<file path="config.mk">
export PLATFORM = sky130hd
export DESIGN_NAME = open_regfile_flat
export DESIGN_NICKNAME = d
export VERILOG_FILES = /design/src/rtl/open_regfile_pkg.sv /design/src/rtl/open_regfile_if.sv /design/src/rtl/open_regfile_clr_seq.sv /design/src/rtl/open_regfile.sv /design/src/flat_wrapper.sv
export SDC_FILE = /design/constraint.sdc
export NUM_CORES = 2
export LEC_CHECK = 0
export CORE_AREA = 4 4 443 445
export DETAILED_ROUTE_END_ITERATION = 12
export DIE_AREA = 0 0 447 449
export SETUP_SLACK_MARGIN = 0.2
export SLEW_MARGIN = 20
export SYNTH_ARGS = -nofsm -noshare
export SYNTH_HDL_FRONTEND = slang
export SYNTH_SLANG_ARGS = --single-unit
</file>
<file path="constraint.sdc">
create_clock -name clk -period 4.3 [get_ports clk]
set_input_delay 1.075 -clock clk [delete_from_list [all_inputs] [get_ports clk]]
set_output_delay 1.075 -clock clk [all_outputs]
set_load 0.02 [all_outputs]
</file>
<file path="src/rtl/open_regfile_pkg.sv">
// -----------------------------------------------------------------------------
// open_regfile_pkg
// Shared types and helpers for the open_regfile register file:
//   clr_state_t - clear-engine FSM state (idle / sweeping)
//   byte_merge  - byte-lane merge of a new word into an old word under byte
//                 enables; used by both the storage write path and the read
//                 forwarding path so the two can never disagree.
// -----------------------------------------------------------------------------
package open_regfile_pkg;

  // Widest entry the merge helper handles. Callers pad narrower words up to
  // this width and slice the result back down.
  localparam int MAX_DWIDTH = 512;
  localparam int MAX_NBYTES = MAX_DWIDTH / 8;

  typedef enum logic {
    ST_IDLE  = 1'b0,
    ST_CLEAR = 1'b1
  } clr_state_t;

  // Byte k of the result comes from new_word when be[k] is set, else old_word.
  function automatic logic [MAX_DWIDTH-1:0] byte_merge(
    input logic [MAX_DWIDTH-1:0] old_word,
    input logic [MAX_DWIDTH-1:0] new_word,
    input logic [MAX_NBYTES-1:0] be
  );
    logic [MAX_DWIDTH-1:0] merged;
    merged = old_word;
    for (int k = 0; k < MAX_NBYTES; k++) begin
      if (be[k]) merged[8*k +: 8] = new_word[8*k +: 8];
    end
    return merged;
  endfunction

endpackage

</file>
<file path="src/rtl/open_regfile_if.sv">
// -----------------------------------------------------------------------------
// open_regfile_if
// Bus bundle between the datapath (master) and the register file (slave).
//   i_wr/i_waddr/i_wdata/i_wbe  write request, address, data, byte enables
//   i_raddr_a/i_raddr_b         read addresses for the two read ports
//   o_rdata_a/o_rdata_b         combinational read data
//   i_clr                       request a full clear sweep
//   o_busy                      clear sweep in progress
//   o_drop                      one-cycle pulse: a write was discarded
//   o_datalane                  every entry side by side, entry i at
//                               [DWIDTH*i +: DWIDTH]
// -----------------------------------------------------------------------------
interface open_regfile_if #(
  parameter int AWIDTH = 5,
  parameter int DWIDTH = 32
);
  localparam int DEPTH  = 2 ** AWIDTH;
  localparam int NBYTES = DWIDTH / 8;

  logic                    i_wr;
  logic [AWIDTH-1:0]       i_waddr;
  logic [DWIDTH-1:0]       i_wdata;
  logic [NBYTES-1:0]       i_wbe;
  logic [AWIDTH-1:0]       i_raddr_a;
  logic [AWIDTH-1:0]       i_raddr_b;
  logic [DWIDTH-1:0]       o_rdata_a;
  logic [DWIDTH-1:0]       o_rdata_b;
  logic                    i_clr;
  logic                    o_busy;
  logic                    o_drop;
  logic [DWIDTH*DEPTH-1:0] o_datalane;

  modport master (
    output i_wr, i_waddr, i_wdata, i_wbe, i_raddr_a, i_raddr_b, i_clr,
    input  o_rdata_a, o_rdata_b, o_busy, o_drop, o_datalane
  );

  modport slave (
    input  i_wr, i_waddr, i_wdata, i_wbe, i_raddr_a, i_raddr_b, i_clr,
    output o_rdata_a, o_rdata_b, o_busy, o_drop, o_datalane
  );

endinterface

</file>
<file path="src/rtl/open_regfile_clr_seq.sv">
// -----------------------------------------------------------------------------
// regfile_clr_seq
// Clear engine: on a clear request in IDLE it walks a pointer over every
// entry, one per clock, then returns to IDLE. Requests during a sweep are
// ignored.
//   clk, rst   clock, asynchronous active-low reset
//   clr        clear request (sampled in IDLE only)
//   busy       registered: sweep in progress
//   clr_en     strobe: zero entry clr_addr on this edge
//   clr_addr   entry being zeroed
// -----------------------------------------------------------------------------
module regfile_clr_seq
  import open_regfile_pkg::*;
#(
  parameter int AWIDTH = 5
) (
  input  logic              clk,
  input  logic              rst,
  input  logic              clr,
  output logic              busy,
  output logic              clr_en,
  output logic [AWIDTH-1:0] clr_addr
);

  clr_state_t        state_q, state_d;
  logic [AWIDTH-1:0] ptr_q, ptr_d;

  // NOTE: state registers use non-blocking assignments so every flop samples
  // pre-edge values regardless of process ordering.
  always_ff @(posedge clk or negedge rst) begin
    if (!rst) begin
      state_q <= ST_IDLE;
      ptr_q   <= '0;
    end else begin
      state_q <= state_d;
      ptr_q   <= ptr_d;
    end
  end

  // NOTE: every variable gets a default before the case so no path leaves it
  // unassigned, which would otherwise infer a latch.
  always_comb begin
    state_d = state_q;
    ptr_d   = ptr_q;
    unique case (state_q)
      ST_IDLE: begin
        if (clr) begin
          state_d = ST_CLEAR;
          ptr_d   = '0;
        end
      end
      ST_CLEAR: begin
        if (ptr_q == {AWIDTH{1'b1}}) begin
          // Last entry is zeroed on this edge; sweep done.
          state_d = ST_IDLE;
          ptr_d   = '0;
        end else begin
          ptr_d = ptr_q + AWIDTH'(1);
        end
      end
    endcase
  end

  assign busy     = (state_q == ST_CLEAR);
  assign clr_en   = (state_q == ST_CLEAR);
  assign clr_addr = ptr_q;

endmodule

</file>
<file path="src/rtl/open_regfile.sv">
// -----------------------------------------------------------------------------
// open_regfile
// Multi-port register file with byte-enabled writes, two combinational read
// ports with write-through forwarding, an optional hardwired-zero entry 0,
// a sequenced clear engine and every entry exposed on o_datalane.
//   clk   rising-edge clock
//   rst   asynchronous active-low reset; zeroes all entries, stops any sweep
//   bus   open_regfile_if slave modport (write, read, clear, status, lanes)
// -----------------------------------------------------------------------------
module open_regfile
  import open_regfile_pkg::*;
#(
  parameter int AWIDTH   = 5,
  parameter int DWIDTH   = 32,
  parameter int ZERO_REG = 1
) (
  input  logic           clk,
  input  logic           rst,
  open_regfile_if.slave  bus
);

  localparam int DEPTH  = 2 ** AWIDTH;
  localparam int NBYTES = DWIDTH / 8;

  if ((DWIDTH % 8) != 0 || DWIDTH >= MAX_DWIDTH) begin : g_bad_width
    $error("open_regfile: DWIDTH must be a multiple of 8 and below MAX_DWIDTH");
  end

  logic [DWIDTH-1:0] mem [DEPTH];

  logic              clr_en;
  logic [AWIDTH-1:0] clr_addr;
  logic              busy;

  regfile_clr_seq #(
    .AWIDTH (AWIDTH)
  ) u_clr_seq (
    .clk      (clk),
    .rst      (rst),
    .clr      (bus.i_clr),
    .busy     (busy),
    .clr_en   (clr_en),
    .clr_addr (clr_addr)
  );

  // ---------------------------------------------------------------------------
  // Write qualification. A write to the hardwired-zero entry is neither
  // accepted nor reported as a drop. While sweeping, writes are discarded.
  // ---------------------------------------------------------------------------
  logic wr_to_zero;
  logic wr_accept;
  logic wr_drop;

  assign wr_to_zero = (ZERO_REG != 0) && (bus.i_waddr == '0);
  assign wr_accept  = bus.i_wr && !clr_en && !wr_to_zero;
  assign wr_drop    = bus.i_wr &&  clr_en && !wr_to_zero;

  // Merged word for the addressed entry; feeds both storage and forwarding.
  logic [MAX_DWIDTH-1:0] old_pad, new_pad, merged_pad;
  logic [MAX_NBYTES-1:0] be_pad;
  logic [DWIDTH-1:0]     wr_merged;
  logic                  unused_merge_hi;

  always_comb begin
    old_pad              = '0;
    new_pad              = '0;
    be_pad               = '0;
    old_pad[DWIDTH-1:0]  = mem[bus.i_waddr];
    new_pad[DWIDTH-1:0]  = bus.i_wdata;
    be_pad[NBYTES-1:0]   = bus.i_wbe;
    merged_pad           = byte_merge(old_pad, new_pad, be_pad);
    wr_merged            = merged_pad[DWIDTH-1:0];
  end

  // Padding bits are always zero and carry no information.
  assign unused_merge_hi = ^merged_pad[MAX_DWIDTH-1:DWIDTH];

  // ---------------------------------------------------------------------------
  // Storage. The sweep and a write can never target the same edge because
  // writes are only accepted in IDLE.
  // ---------------------------------------------------------------------------
  // NOTE: the array sits in the reset branch on purpose: reset must leave
  // every entry at zero, so this storage is flops rather than a RAM macro.
  always_ff @(posedge clk or negedge rst) begin
    if (!rst) begin
      for (int i = 0; i < DEPTH; i++) mem[i] <= '0;
    end else if (clr_en) begin
      mem[clr_addr] <= '0;
    end else if (wr_accept) begin
      mem[bus.i_waddr] <= wr_merged;
    end
  end

  logic drop_q;

  always_ff @(posedge clk or negedge rst) begin
    if (!rst) drop_q <= 1'b0;
    else      drop_q <= wr_drop;
  end

  // ---------------------------------------------------------------------------
  // Read ports: zero entry first, then forwarding, then stored value.
  // ---------------------------------------------------------------------------
  logic rd_zero_a, rd_zero_b;

  assign rd_zero_a = (ZERO_REG != 0) && (bus.i_raddr_a == '0);
  assign rd_zero_b = (ZERO_REG != 0) && (bus.i_raddr_b == '0);

  assign bus.o_rdata_a = rd_zero_a                                  ? '0        :
                         (wr_accept && bus.i_waddr == bus.i_raddr_a) ? wr_merged :
                                                                      mem[bus.i_raddr_a];
  assign bus.o_rdata_b = rd_zero_b                                  ? '0        :
                         (wr_accept && bus.i_waddr == bus.i_raddr_b) ? wr_merged :
                                                                      mem[bus.i_raddr_b];

  assign bus.o_busy = busy;
  assign bus.o_drop = drop_q;

  for (genvar g = 0; g < DEPTH; g++) begin : g_lane
    assign bus.o_datalane[DWIDTH*g +: DWIDTH] = mem[g];
  end

endmodule

</file>
<file path="src/flat_wrapper.sv">
// flat-port wrapper written by rule: the top's interface ports become plain ports
module open_regfile_flat import open_regfile_pkg::*;
#(
  parameter int AWIDTH   = 5,
  parameter int DWIDTH   = 32,
  parameter int ZERO_REG = 1
)
  (clk, rst, bus_i_wr, bus_i_waddr, bus_i_wdata, bus_i_wbe, bus_i_raddr_a, bus_i_raddr_b, bus_i_clr, bus_o_rdata_a, bus_o_rdata_b, bus_o_busy, bus_o_drop, bus_o_datalane);
  open_regfile_if #(.AWIDTH(AWIDTH), .DWIDTH(DWIDTH)) bus_i ();
  input  logic clk;
  input  logic rst;
  input wire logic [$bits(bus_i.i_wr)-1:0] bus_i_wr;
  input wire logic [$bits(bus_i.i_waddr)-1:0] bus_i_waddr;
  input wire logic [$bits(bus_i.i_wdata)-1:0] bus_i_wdata;
  input wire logic [$bits(bus_i.i_wbe)-1:0] bus_i_wbe;
  input wire logic [$bits(bus_i.i_raddr_a)-1:0] bus_i_raddr_a;
  input wire logic [$bits(bus_i.i_raddr_b)-1:0] bus_i_raddr_b;
  input wire logic [$bits(bus_i.i_clr)-1:0] bus_i_clr;
  output wire logic [$bits(bus_i.o_rdata_a)-1:0] bus_o_rdata_a;
  output wire logic [$bits(bus_i.o_rdata_b)-1:0] bus_o_rdata_b;
  output wire logic [$bits(bus_i.o_busy)-1:0] bus_o_busy;
  output wire logic [$bits(bus_i.o_drop)-1:0] bus_o_drop;
  output wire logic [$bits(bus_i.o_datalane)-1:0] bus_o_datalane;
  assign bus_i.i_wr = bus_i_wr;
  assign bus_i.i_waddr = bus_i_waddr;
  assign bus_i.i_wdata = bus_i_wdata;
  assign bus_i.i_wbe = bus_i_wbe;
  assign bus_i.i_raddr_a = bus_i_raddr_a;
  assign bus_i.i_raddr_b = bus_i_raddr_b;
  assign bus_i.i_clr = bus_i_clr;
  assign bus_o_rdata_a = bus_i.o_rdata_a;
  assign bus_o_rdata_b = bus_i.o_rdata_b;
  assign bus_o_busy = bus_i.o_busy;
  assign bus_o_drop = bus_i.o_drop;
  assign bus_o_datalane = bus_i.o_datalane;
  open_regfile #(.AWIDTH(AWIDTH), .DWIDTH(DWIDTH), .ZERO_REG(ZERO_REG)) u_core (.clk(clk), .rst(rst), .bus(bus_i));
endmodule
</file>
==> qor.txt <==
buffers added on ports - 1144
number of synthesis warnings - 0
Req. time, crit path - 3.22 ns
CTS buffer count - 119
layout cells sized above 1 - 0.348
Avg Inst Size Synth - 12.8 sq um
die footprint - 201000 sq um
residual DRC count - 0
Post-synth EDFFs - 0
CTS root buffer - clkbuf_16
final instance area - 92800 sq um
die height - 449 um
Slew @ Worst Pin - 1.25 ns
vias in the first global route - 63500
nets@finish - 6687
hold slack - 0.335 ns
Primary FF master, synth - dfrtp_1
Yosys top cell area share - 0.409
Seq/Total Area, Yosys - 0.409
routed len/inst - 50.3 um
outcome - finished, violations left
average vias per placed instance - 7.21
post-route insts no fill - 9263
DR iter-0 viols - 11700
min cycle time layout - 4.62 ns
dpl cells - 8797
Synth area leader - dfrtp_1
hold_buf cts - 0
worst r2r path cells - 5
Crit. Startpoint - bus_i_waddr[0]
WL final - 466000 um
Final Skew - 0.0531 ns
Final GP Congestion - 1.06
Area Growth Syn to Fin - 47.3%
Worst R2R End - u_core.bus.o_datalane[456]
core box area - 192000 sq um
Pwr Total - 38.6 mW
Post-DP Area - 83400 sq um
Netlist Area Pre-Place - 63000 sq um
CP arrival - 3.54 ns
Post-DRT Antenna Nets - 0
Setup Crit Path Kind - in -> out
initial cell density of the core - 0.328
hpwl dp - 341000 um
die width - 447 um
final worst-path cycle share - 1.07
largest net degree at the start of global routing - 111
io pins - 1145
Slew HR - 0.162
clock sink total - 1031
Cell variety after synth - 79
H-Tree Level Count - 3
GR Util All Layers - 0.448
Final WS setup - -0.317 ns
failing checks - negative setup slack
top post-synthesis cells by area - dfrtp_1 41%, mux4_2 20%, a22o_1 14%
CTS Buffer Depth - 3
FMAX - 217 MHz
maximum VDD drop - 354 uV
vias post-DR - 66800
Yosys reg bits - 1031
cells after synthesis - 4905
ys async rst share - 1.00
RR Startpoint - u_core.u_clr_seq.clr_addr[0]
syn_nets - 4965
aggregate global routing overflow - 0
clock transition at the registers of the reported paths - 0.06 ns
drt first pass iters - 8
first-pass GRT wire length - 611000 um
final number of max-transition violations - 0
Setup TNS - -8.98 ns
CP endpoint kind - primary output
Hold Fails Final Rpt - 0
Final setup viols - 60
Clock Latency Late Sink - 0.83 ns
CP Launch Type - input port
max cap viols - 0
num rows - 161
Power Density - 416 nW/um^2
R2R setup slack - 1.18 ns
initial antenna violation count - 32
Worst Hold Class - in -> async
CTS tree - done
Leak - 39.2 nW
CP max FO - 7
RSZ-0062 raised after global routing - true
[sequential cells by signal, summed over array words and instances (netlist names)]
signal and cells:
u_core.bus.o_datalane 1024, u_core.u_clr_seq.clr_addr 5, u_core.bus.o_drop 1, u_core.u_clr_seq.busy 1
[Yosys cell counts (all sizes together), types with 3 or more instances]
master	instances
a211o	15
a211oi	26
a21boi	3
a21oi	138
a221o	27
a221oi	150
a22o	1009
a22oi	115
a2bb2oi	4
a311oi	18
a31oi	9
a32o	3
a32oi	11
and2	38
and3	11
and3b	3
buf	301
clkbuf	322
dfrtp	1031
ha	5
inv	31
mux2i	494
mux4	556
nand2	118
nand2b	26
nand3	29
nand4	11
nor2	96
nor2b	17
nor3	45
nor3b	4
nor4	4
o211ai	18
o21a	5
o21ai	105
o22a	9
o22ai	21
o2bb2ai	7
o31ai	12
o32a	5
o32ai	9
or2	3
or3	3
xor2	10
[how the worst max path moves through the flow]
stage                                   end  slack (ns)  depth (start not counted)
final                     bus_o_rdata_a[31]       -0.32                         10
after global routing      bus_o_rdata_a[19]       -0.31                         13
after CTS                 bus_o_rdata_b[17]       -0.23                         12
after detailed placement  bus_o_rdata_a[30]       -0.99                         11
after global placement    bus_o_rdata_a[30]       -1.03                         11
after floorplan           bus_o_rdata_a[19]        0.18                          6
[report_power, final]
group	internal (mW)	switching, mW	total, mW
logic	6.07	7.87	13.9
registers	10.9	2.82	13.7
clock network	6.29	4.72	11.0
total	23.2	15.4	38.6
[kinds of logic (layout without fill, tap and decap cells)]
group | count (synthesis) | after routing | share of synthesized area
AOI/OAI and AO/OA | 1734 | 1734 | 0.225
muxes | 1050 | 1050 | 0.277
DFF | 1031 | 1031 | 0.409
buffers and inverters | 654 | 2470 | 0.0531
and+or+nand+nor | 419 | 419 | 0.0330
xor gates and xnor gates | 12 | 12 | 0.00167
adders and majority gates | 5 | 5 | 0.000993
other | 0 | 16 | 0
[final cells by class]
| type | count | area [sq um] |
|---|---|---|
| flip-flops and latches | 1031 | 25800 |
| repair buffers | 2224 | 23100 |
| clock buffers | 155 | 3310 |
| well taps | 2526 | 3160 |
| clock inverters | 60 | 813 |
| diodes | 16 | 40.0 |
| multi-input cells | 3220 | 36400 |
| inverters | 31 | 120 |
| fillers | 17200 | 99300 |
[metal layers]
metal  wire [um]  GRT usage
met5         244          0
met4       48000      0.341
met3       65500      0.175
met2      193000      0.641
met1      160000      0.540
[critical path, cell delays in order]
cell and delay (ns):
buf_16 0.14, buf_16 0.17, buf_16 0.14, buf_12 0.17
mux4_2 0.52, a22oi_2 0.15, nand2_2 0.10, o32a_1 0.38
a221o_2 0.50, buf_12 0.17
[stage by stage]
stage               worst slack [ns]  utilization
finish                        -0.317        0.483
global route                  -0.309        0.483
CTS                           -0.230        0.469
detailed placement            -0.991        0.434
global placement               -1.03        0.434
floorplan                      0.177            -
[repair_timing]
| action | 4_1_cts | 5_1_grt |
|---|---|---|
| pin swaps | 64 | 146 |
| setup endpoints to repair | 64 | 64 |
| cloned | 17 | 7 |
| setup buffers | 96 | 115 |
| resized for setup | 418 | 349 |
[layout by cell type (no fill, tap or decap), types with 37 or more instances in the layout]
| cell type | netlist | routed |
|---|---|---|
| clkdlybuf4s50_1 | 0 | 1063 |
| nor2_1 | 95 | 58 |
| buf_12 | 1 | 178 |
| a221oi_1 | 149 | 91 |
| dfrtp_1 | 1031 | 1031 |
| buf_6 | 48 | 130 |
| o21ai_0 | 99 | 53 |
| a21oi_4 | 0 | 37 |
| clkbuf_16 | 0 | 127 |
| a22oi_1 | 115 | 75 |
| buf_4 | 77 | 782 |
| mux4_2 | 556 | 556 |
| a22oi_2 | 0 | 40 |
| a22o_1 | 1009 | 1002 |
| nand2_1 | 118 | 92 |
| mux2i_1 | 494 | 476 |
| a21oi_1 | 137 | 68 |
| a221oi_2 | 1 | 58 |
Power figures use the tool's default switching activity.
